--- src/rtl/cdb_arbiter_pkg.sv ---
`default_nettype none
// ============================================================================
//  Module      : cdb_arbiter_pkg
//  Description : Shared definitions for the Common Data Bus arbiter. Holds
//                the default FU count and field widths, the CDB packet and
//                FU completion-request record types, and a small helper used
//                to detect bus contention.
//  Revision    : 1.0 - initial release
// ============================================================================
package cdb_arbiter_pkg;

    // Default number of functional units competing for the CDB
    // (ALU, MULT, LD, BR).
    localparam int NUM_FU_CDB = 4;

    // ROB tag width: a 32-entry ROB needs 5 tag bits.
    localparam int ROB_TAG_W  = 5;

    // Width of the result value and the next PC.
    localparam int CDB_XLEN   = 32;

    // Packet broadcast on the CDB. The ROB uses it to set the complete and
    // exception bits, value and NPC. RS and the map table snoop the tag.
    typedef struct packed {
        logic                 valid;
        logic [ROB_TAG_W-1:0] tag;
        logic [CDB_XLEN-1:0]  value;
        logic [CDB_XLEN-1:0]  npc;
        logic                 take_branch;
    } CDB_PACKET;

    // Completion record presented by one functional unit.
    typedef struct packed {
        logic                 req;
        logic [ROB_TAG_W-1:0] tag;
        logic [CDB_XLEN-1:0]  value;
        logic [CDB_XLEN-1:0]  npc;
        logic                 take_branch;
    } FU_CDB_REQ;

    // True when two or more bits of v are set. Clearing the lowest set bit
    // leaves a non-zero value only if another bit was also set.
    function automatic logic at_least_two(input logic [7:0] v);
        return (v & (v - 8'd1)) != 8'd0;
    endfunction

endpackage : cdb_arbiter_pkg
`default_nettype wire

--- src/rtl/cdb_arbiter_rr_pick.sv ---
`default_nettype none
// ============================================================================
//  Module      : rr_pick
//  Description : Combinational round-robin selector. Scans the request vector
//                starting at ptr and wrapping modulo N. The first set request
//                wins. Reusable for any rotating-priority select, for example
//                issue select.
//  Ports       : req     [N]     request vector
//                ptr     [PTR_W] index that has highest priority this cycle
//                gnt     [N]     one-hot grant, zero when nothing requests
//                idx     [PTR_W] index of the winner, zero when nothing requests
//                any_req         at least one request is present
//  Revision    : 1.0 - initial release
// ============================================================================
module rr_pick #(
    parameter int N     = 4,
    parameter int PTR_W = $clog2(N)
) (
    input  logic [N-1:0]     req,
    input  logic [PTR_W-1:0] ptr,
    output logic [N-1:0]     gnt,
    output logic [PTR_W-1:0] idx,
    output logic             any_req
);

    // One extra bit so that ptr + offset never overflows before the wrap.
    logic [PTR_W:0] w_cand;

    always_comb begin
        gnt     = '0;
        idx     = '0;
        any_req = 1'b0;
        w_cand  = '0;
        for (int k = 0; k < N; k++) begin
            w_cand = {1'b0, ptr} + (PTR_W+1)'(k);
            // Wrap with an explicit compare. Dropping the top bit would be
            // wrong when N is not a power of two.
            if (w_cand > (PTR_W+1)'(N - 1)) begin
                w_cand = w_cand - (PTR_W+1)'(N);
            end
            if (!any_req && req[w_cand[PTR_W-1:0]]) begin
                any_req                = 1'b1;
                gnt[w_cand[PTR_W-1:0]] = 1'b1;
                idx                    = w_cand[PTR_W-1:0];
            end
        end
    end

endmodule : rr_pick
`default_nettype wire

--- src/rtl/cdb_arbiter.sv ---
`default_nettype none
// ============================================================================
//  Module      : cdb_arbiter
//  Description : Round-robin arbiter for the single Common Data Bus. The grant
//                is combinational in the request cycle. The winner's
//                completion record is registered and appears on the CDB in the
//                following cycle. Losing units hold their request until they
//                are granted.
//  Ports       : clock, reset (async, active high)
//                enable          pipeline advance; low freezes state and bus
//                squash_signal   mispredict flush; drops the bus, resets ptr
//                fu_req/tag/value/npc/take_branch  per-FU completion records
//                fu_gnt          one-hot grant (combinational)
//                cdb_valid/tag/value/npc/take_branch  registered CDB packet
//  Options     : CDB_ARB_STATS_EN adds grant_cnt (16 bits per FU) and
//                conflict_cnt (16 bits). Both are saturating statistics
//                counters.
//  Revision    : 1.0 - initial release
// ============================================================================
module cdb_arbiter
    import cdb_arbiter_pkg::*;
#(
    parameter int NUM_REQ = NUM_FU_CDB,
    parameter int TAG_W   = ROB_TAG_W,
    parameter int XLEN    = CDB_XLEN
) (
    input  logic                     clock,
    input  logic                     reset,
    input  logic                     enable,
    input  logic                     squash_signal,
    input  logic [NUM_REQ-1:0]       fu_req,
    input  logic [NUM_REQ*TAG_W-1:0] fu_tag,
    input  logic [NUM_REQ*XLEN-1:0]  fu_value,
    input  logic [NUM_REQ*XLEN-1:0]  fu_npc,
    input  logic [NUM_REQ-1:0]       fu_take_branch,
    output logic [NUM_REQ-1:0]       fu_gnt,
    output logic                     cdb_valid,
    output logic [TAG_W-1:0]         cdb_tag,
    output logic [XLEN-1:0]          cdb_value,
    output logic [XLEN-1:0]          cdb_npc,
    output logic                     cdb_take_branch
`ifdef CDB_ARB_STATS_EN
    ,
    output logic [NUM_REQ*16-1:0]    grant_cnt,
    output logic [15:0]              conflict_cnt
`endif
);

    localparam int c_PTR_W = $clog2(NUM_REQ);

    logic [c_PTR_W-1:0] r_ptr;

    logic               w_arb_en;
    logic [NUM_REQ-1:0] w_pick_gnt;
    logic [c_PTR_W-1:0] w_pick_idx;
    logic               w_pick_any;
    logic [c_PTR_W-1:0] w_ptr_next;
    logic [TAG_W-1:0]   w_win_tag;
    logic [XLEN-1:0]    w_win_value;
    logic [XLEN-1:0]    w_win_npc;
    logic               w_win_tb;

    // Squash overrides enable. Arbitration runs only in an advancing,
    // unsquashed cycle.
    assign w_arb_en = enable & ~squash_signal;

    rr_pick #(
        .N     (NUM_REQ),
        .PTR_W (c_PTR_W)
    ) u_rr_pick (
        .req     (fu_req),
        .ptr     (r_ptr),
        .gnt     (w_pick_gnt),
        .idx     (w_pick_idx),
        .any_req (w_pick_any)
    );

    // No FU may see a grant while reset is high. Otherwise it would retire
    // a request that never reaches the bus.
    assign fu_gnt = (w_arb_en && !reset) ? w_pick_gnt : '0;

    // Priority moves to the unit just after the winner, wrapping by compare.
    assign w_ptr_next = (w_pick_idx == c_PTR_W'(NUM_REQ - 1)) ? '0
                                                            : w_pick_idx + c_PTR_W'(1);

    assign w_win_tag   = fu_tag  [w_pick_idx*TAG_W +: TAG_W];
    assign w_win_value = fu_value[w_pick_idx*XLEN  +: XLEN];
    assign w_win_npc   = fu_npc  [w_pick_idx*XLEN  +: XLEN];
    assign w_win_tb    = fu_take_branch[w_pick_idx];

    always_ff @(posedge clock or posedge reset) begin
        if (reset) begin
            r_ptr           <= '0;
            cdb_valid       <= 1'b0;
            cdb_tag         <= '0;
            cdb_value       <= '0;
            cdb_npc         <= '0;
            cdb_take_branch <= 1'b0;
        end else if (squash_signal) begin
            cdb_valid <= 1'b0;
            r_ptr     <= '0;
        end else if (enable) begin
            if (w_pick_any) begin
                cdb_valid       <= 1'b1;
                cdb_tag         <= w_win_tag;
                cdb_value       <= w_win_value;
                cdb_npc         <= w_win_npc;
                cdb_take_branch <= w_win_tb;
                r_ptr           <= w_ptr_next;
            end else begin
                // Idle cycle: the payload fields keep their stale data.
                // Only valid drops.
                cdb_valid <= 1'b0;
            end
        end
        // enable low: everything holds. A pending packet stays on the bus
        // for the frozen ROB.
    end

`ifdef CDB_ARB_STATS_EN
    logic [15:0] r_conflict_cnt;

    for (genvar g = 0; g < NUM_REQ; g++) begin : g_grant_cnt
        logic [15:0] r_cnt;

        always_ff @(posedge clock or posedge reset) begin
            if (reset) begin
                r_cnt <= '0;
            end else if (fu_gnt[g] && (r_cnt != 16'hFFFF)) begin
                r_cnt <= r_cnt + 16'd1;
            end
        end

        assign grant_cnt[g*16 +: 16] = r_cnt;
    end

    always_ff @(posedge clock or posedge reset) begin
        if (reset) begin
            r_conflict_cnt <= '0;
        end else if (w_arb_en && at_least_two(8'(fu_req)) && (r_conflict_cnt != 16'hFFFF)) begin
            r_conflict_cnt <= r_conflict_cnt + 16'd1;
        end
    end

    assign conflict_cnt = r_conflict_cnt;
`endif

endmodule : cdb_arbiter
`default_nettype wire

--- config.mk ---
export PLATFORM = sky130hd
export DESIGN_NAME = cdb_arbiter
export DESIGN_NICKNAME = d
export VERILOG_FILES = /design/src/rtl/cdb_arbiter_pkg.sv /design/src/rtl/cdb_arbiter_rr_pick.sv /design/src/rtl/cdb_arbiter.sv
export SDC_FILE = /design/constraint.sdc
export NUM_CORES = 1
export LEC_CHECK = 0
export CAP_MARGIN = 5
export CORE_AREA = 2 2 141 143
export CTS_CLUSTER_DIAMETER = 40
export DETAILED_ROUTE_END_ITERATION = 16
export DIE_AREA = 0 0 143 145
export MAX_ROUTING_LAYER = met4
export PLACE_DENSITY_LB_ADDON = 0.12
export SYNTH_ARGS = -nofsm -noshare
export SYNTH_HDL_FRONTEND = slang
export SYNTH_SLANG_ARGS = --single-unit
--- constraint.sdc ---
create_clock -name clock -period 5.6 [get_ports clock]
set_input_delay 0.56 -clock clock [delete_from_list [all_inputs] [get_ports clock]]
set_output_delay 0.56 -clock clock [all_outputs]
set_load 0.1 [all_outputs]
==> results of run 1 <==
state kept, by name (all words and copies together), names as in the netlist:
register	flops
cdb_npc	32
cdb_value	32
cdb_valid	1
cdb_take_branch	1
r_ptr	2
cdb_tag	5
worst max-delay path, cell delays in order (launching register included):
cell and delay (ps):
dfrtp_1 790, inv_1 260, ha_1 470, nor3_1 290, a32oi_1 140, o21ai_0 450
a221oi_1 170, nor2_1 130, clkdlybuf4s50_1 1140
metrics by stage:
stage / utilization / worst slack, ps / hold WS [ps] / power [mW] / std cells
after floorplan: - / 1268 / 623.1 / 3.441 / 548
after global placement: 0.4825 / 1443 / 531.3 / 4.240 / 1127
after detailed placement: 0.4825 / 1258 / 538.2 / 4.267 / 1127
after CTS: 0.5005 / 881.9 / 549.1 / 4.968 / 1143
after global routing: 0.5007 / 611.5 / 575.7 / 5.137 / 1145
final: 0.5007 / 856.0 / 544.5 / 4.926 / 1145
area by class of cell:
cell class / count / area [µm²]
tap: 265 / 331.6
timing repair buffer: 370 / 3684
clock inverter: 5 / 102.6
sequential: 73 / 1827
antenna: 2 / 5.005
multi-input combinational: 416 / 3413
clock buffer: 11 / 242.7
inverter: 3 / 12.51
fill: 1732 / 9589
how the worst max path moves through the flow:
stage / slack [ps] / from / endpoint
2_1_floorplan: 1270 / reset / fu_gnt[0]
3_5_place_dp: 1260 / r_ptr[0]$_DFFE_PP0P_ / fu_gnt[3]
4_1_cts: 880 / r_ptr[0]$_DFFE_PP0P_ / fu_gnt[3]
6_report: 860 / r_ptr[0]$_DFFE_PP0P_ / fu_gnt[3]
3_3_place_gp: 1440 / r_ptr[0]$_DFFE_PP0P_ / fu_gnt[0]
5_1_grt: 610 / r_ptr[0]$_DFFE_PP0P_ / fu_gnt[1]
placed cells by master (no fill, tap or decap), types with 2 or more instances in the layout:
cell,Yosys,layout
ha_1,7,7
clkinv_2,0,2
mux4_2,3,3
bufinv_16,0,3
nand3b_1,3,3
mux2i_1,71,71
a22oi_1,4,4
clkbuf_16,0,9
a221oi_1,4,4
dfrtp_1,73,73
and3_1,70,70
o21ai_0,3,3
a21oi_1,2,2
xnor2_1,2,2
nor2_4,1,3
nand3_1,2,2
buf_4,8,8
clkdlybuf4s50_1,0,362
diode_2,0,2
o21ai_4,1,2
nand2b_1,2,2
a211oi_2,76,76
nor2_1,83,81
inv_1,3,2
a211oi_1,64,64
a32oi_1,2,2
routing by layer:
layer	global-route usage	vias to the layer above
met5	-	-
met4	0.08069	0
met3	0.05479	31
met2	0.3581	274
met1	0.2510	2747
li1	-	2749
cells by family (layout without fill, tap and decap cells):
| logic type | Yosys count | after routing | synth area share |
|---|---|---|---|
| other cells | 0 | 2 | 0 |
| xor+xnor | 2 | 2 | 0.003127 |
| compound gates | 162 | 162 | 0.2874 |
| fa+ha+maj | 7 | 7 | 0.01563 |
| buf+inv | 59 | 389 | 0.07169 |
| simple gates | 170 | 170 | 0.1552 |
| flops | 73 | 73 | 0.3260 |
| mux | 75 | 75 | 0.1409 |
power by group through the flow:
stage / Combinational [mW] / Sequential, mW / Clock, mW
6_report: 3.37 / 0.871 / 0.681
5_1_grt: 3.52 / 0.902 / 0.719
4_1_cts: 3.40 / 0.873 / 0.699
3_5_place_dp: 3.39 / 0.875 / 0
3_3_place_gp: 3.37 / 0.869 / 0
2_1_floorplan: 1.07 / 2.37 / 0
==> flow_summary.ini, run 1 <==
[global_routing]
grt_overflow = 0
grt_pass1_wl_mm = 33.58
grt_pass1_vias = 5849
grt_antenna_before_repair = 2
grt_max_degree = 117
grtUsageTotal = 0.2161

[yosys]
synthCells = 548
netlist.area_leader.share = 0.3260
ys_top_cells_by_area = dfrtp_1 33%, a211oi_2 17%, mux2i_1 13%
synth_top_area_cell = dfrtp_1
ys_ff_latch = 73
async_flop_share = 1.000
ys_seq_area_frac = 0.3260
synth_fp_nets = 843
synth_common_cells = 83 x nor2_1, 76 x a211oi_2, 73 x dfrtp_1, 71 x mux2i_1, 70 x and3_1
synth_most_common_cell = nor2_1
postSynthAreaPerCell_um2 = 10.22
synth_ff_type = dfrtp_1
synth_area_um2 = 5603
yosysWarningCount = 0
yosysUniqueCellTypes = 42
synth_edf_count = 0

[pwr]
switching_share = 0.5623
ir_worst_vdd_mv = 0.3526
power.internal_mw = 2.156
p_sw_mw = 2.770
leakagePower_nw = 3.629
combPwrFrac = 0.685
p_seq_frac = 0.177
power_frac_clock = 0.138
p_per_area_nw_per_um2 = 512.1

[layout]
nets = 1168
drive_gt1_frac = 0.1298
design_area_um2 = 9618
area_delta_synth_final_pct = 71.66

[setup_path]
worstReg2RegStart = r_ptr[0]$_DFFE_PP0P_
r2r_slack_ps = 1570
crit_required_ps = 5040
worst_ep_arrival_time_ps = 4180
reg2reg_depth = 9
worst-path-max-fanout = 18
cp-end-kind = primary output
worst_setup_path_start_kind = flip-flop
regToRegEndpoint = cdb_value[14]$_DFFE_PP0P_
worstSetupPathType = reg -> out

[floorplan]
rows = 51
start_util = 0.2917
core_area_um2 = 19210
die_w_um = 143
fp.dieArea_um2 = 20740
ios = 363
die_y_um = 145

[flow_run]
drv_cap = 0

[place]
placed_area_um2 = 9268
gp_congestion = 0.8730
numPortBuffers = 362
dp_hpwl_mm = 16.28

[detailed_routing]
num_vias = 5801
postRouteWirelength_mm = 22.64
routedWlPerCell_um = 19.77
met3_length_mm = 1.881
met1_length_mm = 8.974
drcViolationCount = 0
drt_iter0_markers = 279
route.met2.wl_mm = 11.25
postRouteAntennaNets = 0
highest_layer = met4
dr.pass1.iters = 6
viasPerCell = 5.066

[min_path]
hold_start = cdb_valid$_DFFE_PP0P_
min_path_type = reg -> reg
whs_path_depth = 2
worstHoldEndpoint = cdb_valid$_DFFE_PP0P_

[timing]
min_period_ps = 4744
skew_ps = 7.265
max_freq_ghz = 0.2108
relSlewSlack = 0.2640
rsz0062_at_grt = false
final-max-slew-violation-count = 0
finalSetupTns_ps = 0
tightest_slew_ps = 1104
setup_viol = 0
finalHoldViolations = 0
period_share = 0.8471

[clock_tree]
h-tree-depth = 3
clock-root-buffer = clkbuf_16
cts_resized = 0
clk_pin_slew_worst_paths_ps = 60
clockBufferDepth = 2
numCtsBuffers = 9
cts_tree = yes
insertion_delay_ps = 340
cts_setup_buffers = 0
cts_hold_buf = 0
numClockSinks = 73

[outcome]
status = complete, no violations
Note: power is estimated with default switching activity, not from simulation.
==> run 2: changes to the inputs <==
--- a/config.mk
+++ b/config.mk
@@ -6,10 +6,10 @@
 export NUM_CORES = 1
 export LEC_CHECK = 0
 export CAP_MARGIN = 5
-export CORE_AREA = 2 2 141 143
+export CORE_AREA = 2 2 140 142
 export CTS_CLUSTER_DIAMETER = 40
 export DETAILED_ROUTE_END_ITERATION = 16
-export DIE_AREA = 0 0 143 145
+export DIE_AREA = 0 0 142 144
 export MAX_ROUTING_LAYER = met4
 export PLACE_DENSITY_LB_ADDON = 0.12
 export SYNTH_ARGS = -nofsm -noshare
==> constraint.sdc (replaced) <==
create_clock -name clock -period 4.35 [get_ports clock]
set_input_delay 0.435 -clock clock [delete_from_list [all_inputs] [get_ports clock]]
set_output_delay 0.435 -clock clock [all_outputs]
set_load 0.1 [all_outputs]
==> run 2 against run 1 <==
Compared with the run above: setup slack worse by 320 ps; die area down 1.4%; first-iteration DRC count fell by 6.5%; sequential share of layout area barely moved; global-route usage rose by 0.77 points; cell area is 0.23% higher; largest power group unchanged; via count up 0.45%; non-clock buffer count rose by 6; clock-buffer cell count is 1 lower; clock skew down 2.4 ps; critical endpoint is now cdb_value[24]$_DFFE_PP0P_; critical path type is now reg -> reg; combinational power increased by 30%.
==> flow_summary.ini, run 2 (same netlist as run 1, synthesis figures left out) <==
[clock_tree]
cts_hold_buf = 0
cts_resized = 0
numCtsBuffers = 9
clock-root-buffer = clkbuf_16
cts_tree = yes
h-tree-depth = 3
clk_pin_slew_worst_paths_ps = 60
cts_setup_buffers = 0
clockBufferDepth = 2
insertion_delay_ps = 340
numClockSinks = 73

[global_routing]
grtUsageTotal = 0.2238
grt_pass1_vias = 5879
grt_antenna_before_repair = 1
grt_max_degree = 71
grt_overflow = 0
grt_pass1_wl_mm = 33.75

[layout]
nFillCells = 1722
drive_gt1_frac = 0.1414
layout_commonest_cell = clkdlybuf4s50_1
mostFrequentLayoutCells = 358 x clkdlybuf4s50_1, 81 x nor2_1, 76 x a211oi_2
utilization = 0.5053
area_delta_synth_final_pct = 72.06
reg_top3 = cdb_npc (32), cdb_value (32), cdb_tag (5)
nets = 1174
final_cells = 1123

[place]
numPortBuffers = 362
dp_cells = 1106
dp_hpwl_mm = 17.08
dp_slack_ps = 538.7
gp_congestion = 0.8228

[timing]
final-max-slew-violation-count = 0
tightest_slew_ps = 1084
rsz0062_at_grt = false
finalHoldViolations = 0
min_period_ps = 3818
setup_viol = 0
relSlewSlack = 0.2753
skew_ps = 4.816
max_freq_ghz = 0.2619
period_share = 0.8778
finalSetupTns_ps = 0
worst_slack_ps = 531.5

[pwr]
power_frac_clock = 0.138
switching_share = 0.5613
power.internal_mw = 2.800
p_per_area_nw_per_um2 = 662.1
ir_worst_vdd_mv = 0.4181
p_sw_mw = 3.582
power_mw = 6.383
leakagePower_nw = 3.680
p_seq_frac = 0.175
combPwrFrac = 0.687

[detailed_routing]
drt_iter0_markers = 261
num_vias = 5827
drcViolationCount = 0
viasPerCell = 5.189
postRouteWirelength_mm = 23.41
routedWlPerCell_um = 20.84
postRouteAntennaNets = 0
dr.pass1.iters = 6

[min_path]
worstHoldEndpoint = cdb_valid$_DFFE_PP0P_
min_path_type = reg -> reg
whs_path_depth = 2
hold_start = cdb_valid$_DFFE_PP0P_

[floorplan]
die_w_um = 142
ios = 363
start_util = 0.2937
fp.dieArea_um2 = 20450
rows = 51
core_area_um2 = 19080
die_y_um = 144

[setup_path]
crit_required_ps = 4540
cp_slowest_stage_delay_ps = 790
regToRegEndpoint = cdb_value[24]$_DFFE_PP0P_
worst_setup_path_start_kind = flip-flop
crit_family = flip-flops
r2r_slack_ps = 530
worst-path-max-fanout = 69
cp_num_buf_inv = 2
worstReg2RegStart = r_ptr[0]$_DFFE_PP0P_
slowest_stage = dfrtp_1
worstSetupPathType = reg -> reg
cp-end-kind = flip-flop
worst_ep_arrival_time_ps = 4010
reg2reg_depth = 9
crit_chain = inv_1, ha_1, mux4_2, nor2b_4, o21ai_4, nand2_8, buf_4, mux2i_1, a211oi_1

[flow_run]
drv_cap = 0

[outcome]
status = complete, no violations
run 2: cell types whose count changed in the layout (fill, tap and decap cells not counted), sizes merged:
| cell | change |
|---|---|
| buf | +10 |
| clkdlybuf4s50 | -4 |
| clkinv | +2 |
| clkbuf | -1 |
| clkinvlp | -1 |
| diode | -1 |
run 2: metal layers:
metal	track usage	share of wire	vias to the layer above	routed length (µm)
met4	0.06579	0.017	0	402
met5	-	0	-	0
met3	0.04967	0.075	23	1766
met1	0.2668	0.41	2794	9531
met2	0.3809	0.50	256	11710
li1	-	-	2754	-
run 2: layout make-up:
| cell class | count | area [µm²] | area share |
|---|---|---|---|
| well taps | 238 | 297.8 | 0.03089 |
| diodes | 1 | 2.502 | 0.0002596 |
| inverters | 3 | 12.51 | 0.001298 |
| flip-flops and latches | 73 | 1827 | 0.1895 |
| repair buffers | 376 | 3744 | 0.3883 |
| multi-input cells | 416 | 3413 | 0.3541 |
| clock buffers | 10 | 239.0 | 0.02479 |
| clock inverters | 6 | 105.1 | 0.01090 |
run 2: worst max path at each step:
| stage | start | endpoint | depth (start not counted) |
|---|---|---|---|
| final | r_ptr[0]$_DFFE_PP0P_ | cdb_value[24]$_DFFE_PP0P_ | 9 |
| after global routing | r_ptr[0]$_DFFE_PP0P_ | fu_gnt[3] | 8 |
| after CTS | r_ptr[0]$_DFFE_PP0P_ | cdb_value[24]$_DFFE_PP0P_ | 9 |
| after detailed placement | r_ptr[0]$_DFFE_PP0P_ | cdb_value[24]$_DFFE_PP0P_ | 9 |
| after global placement | r_ptr[0]$_DFFE_PP0P_ | cdb_value[16]$_DFFE_PP0P_ | 9 |
| after floorplan | reset | fu_gnt[0] | 3 |
run 2: worst register-to-register path: cells and delay by family (launching register included):
family / cells / cell delay (ps)
buffers and inverters: 2 / 690
DFF: 1 / 790
muxes: 2 / 700
AOI/OAI and AO/OA: 2 / 200
adders and majority gates: 1 / 510
and+or+nand+nor: 2 / 780
run 2: metrics by stage:
stage / hold slack (ps) / cell area (µm²)
after floorplan: 498.1 / 5603
after global placement: 530.7 / 9294
after detailed placement: 542.0 / 9294
after CTS: 555.1 / 9638
after global routing: 572.0 / 9641
final: 554.0 / 9641
run 2: power by group through the flow:
stage | Clock [mW] | Combinational [mW] | Sequential (mW)
after floorplan | 0 | 1.38 | 3.05
after global placement | 0 | 4.37 | 1.12
after detailed placement | 0 | 4.41 | 1.13
after CTS | 0.902 | 4.42 | 1.12
after global routing | 0.930 | 4.56 | 1.16
final | 0.878 | 4.39 | 1.12
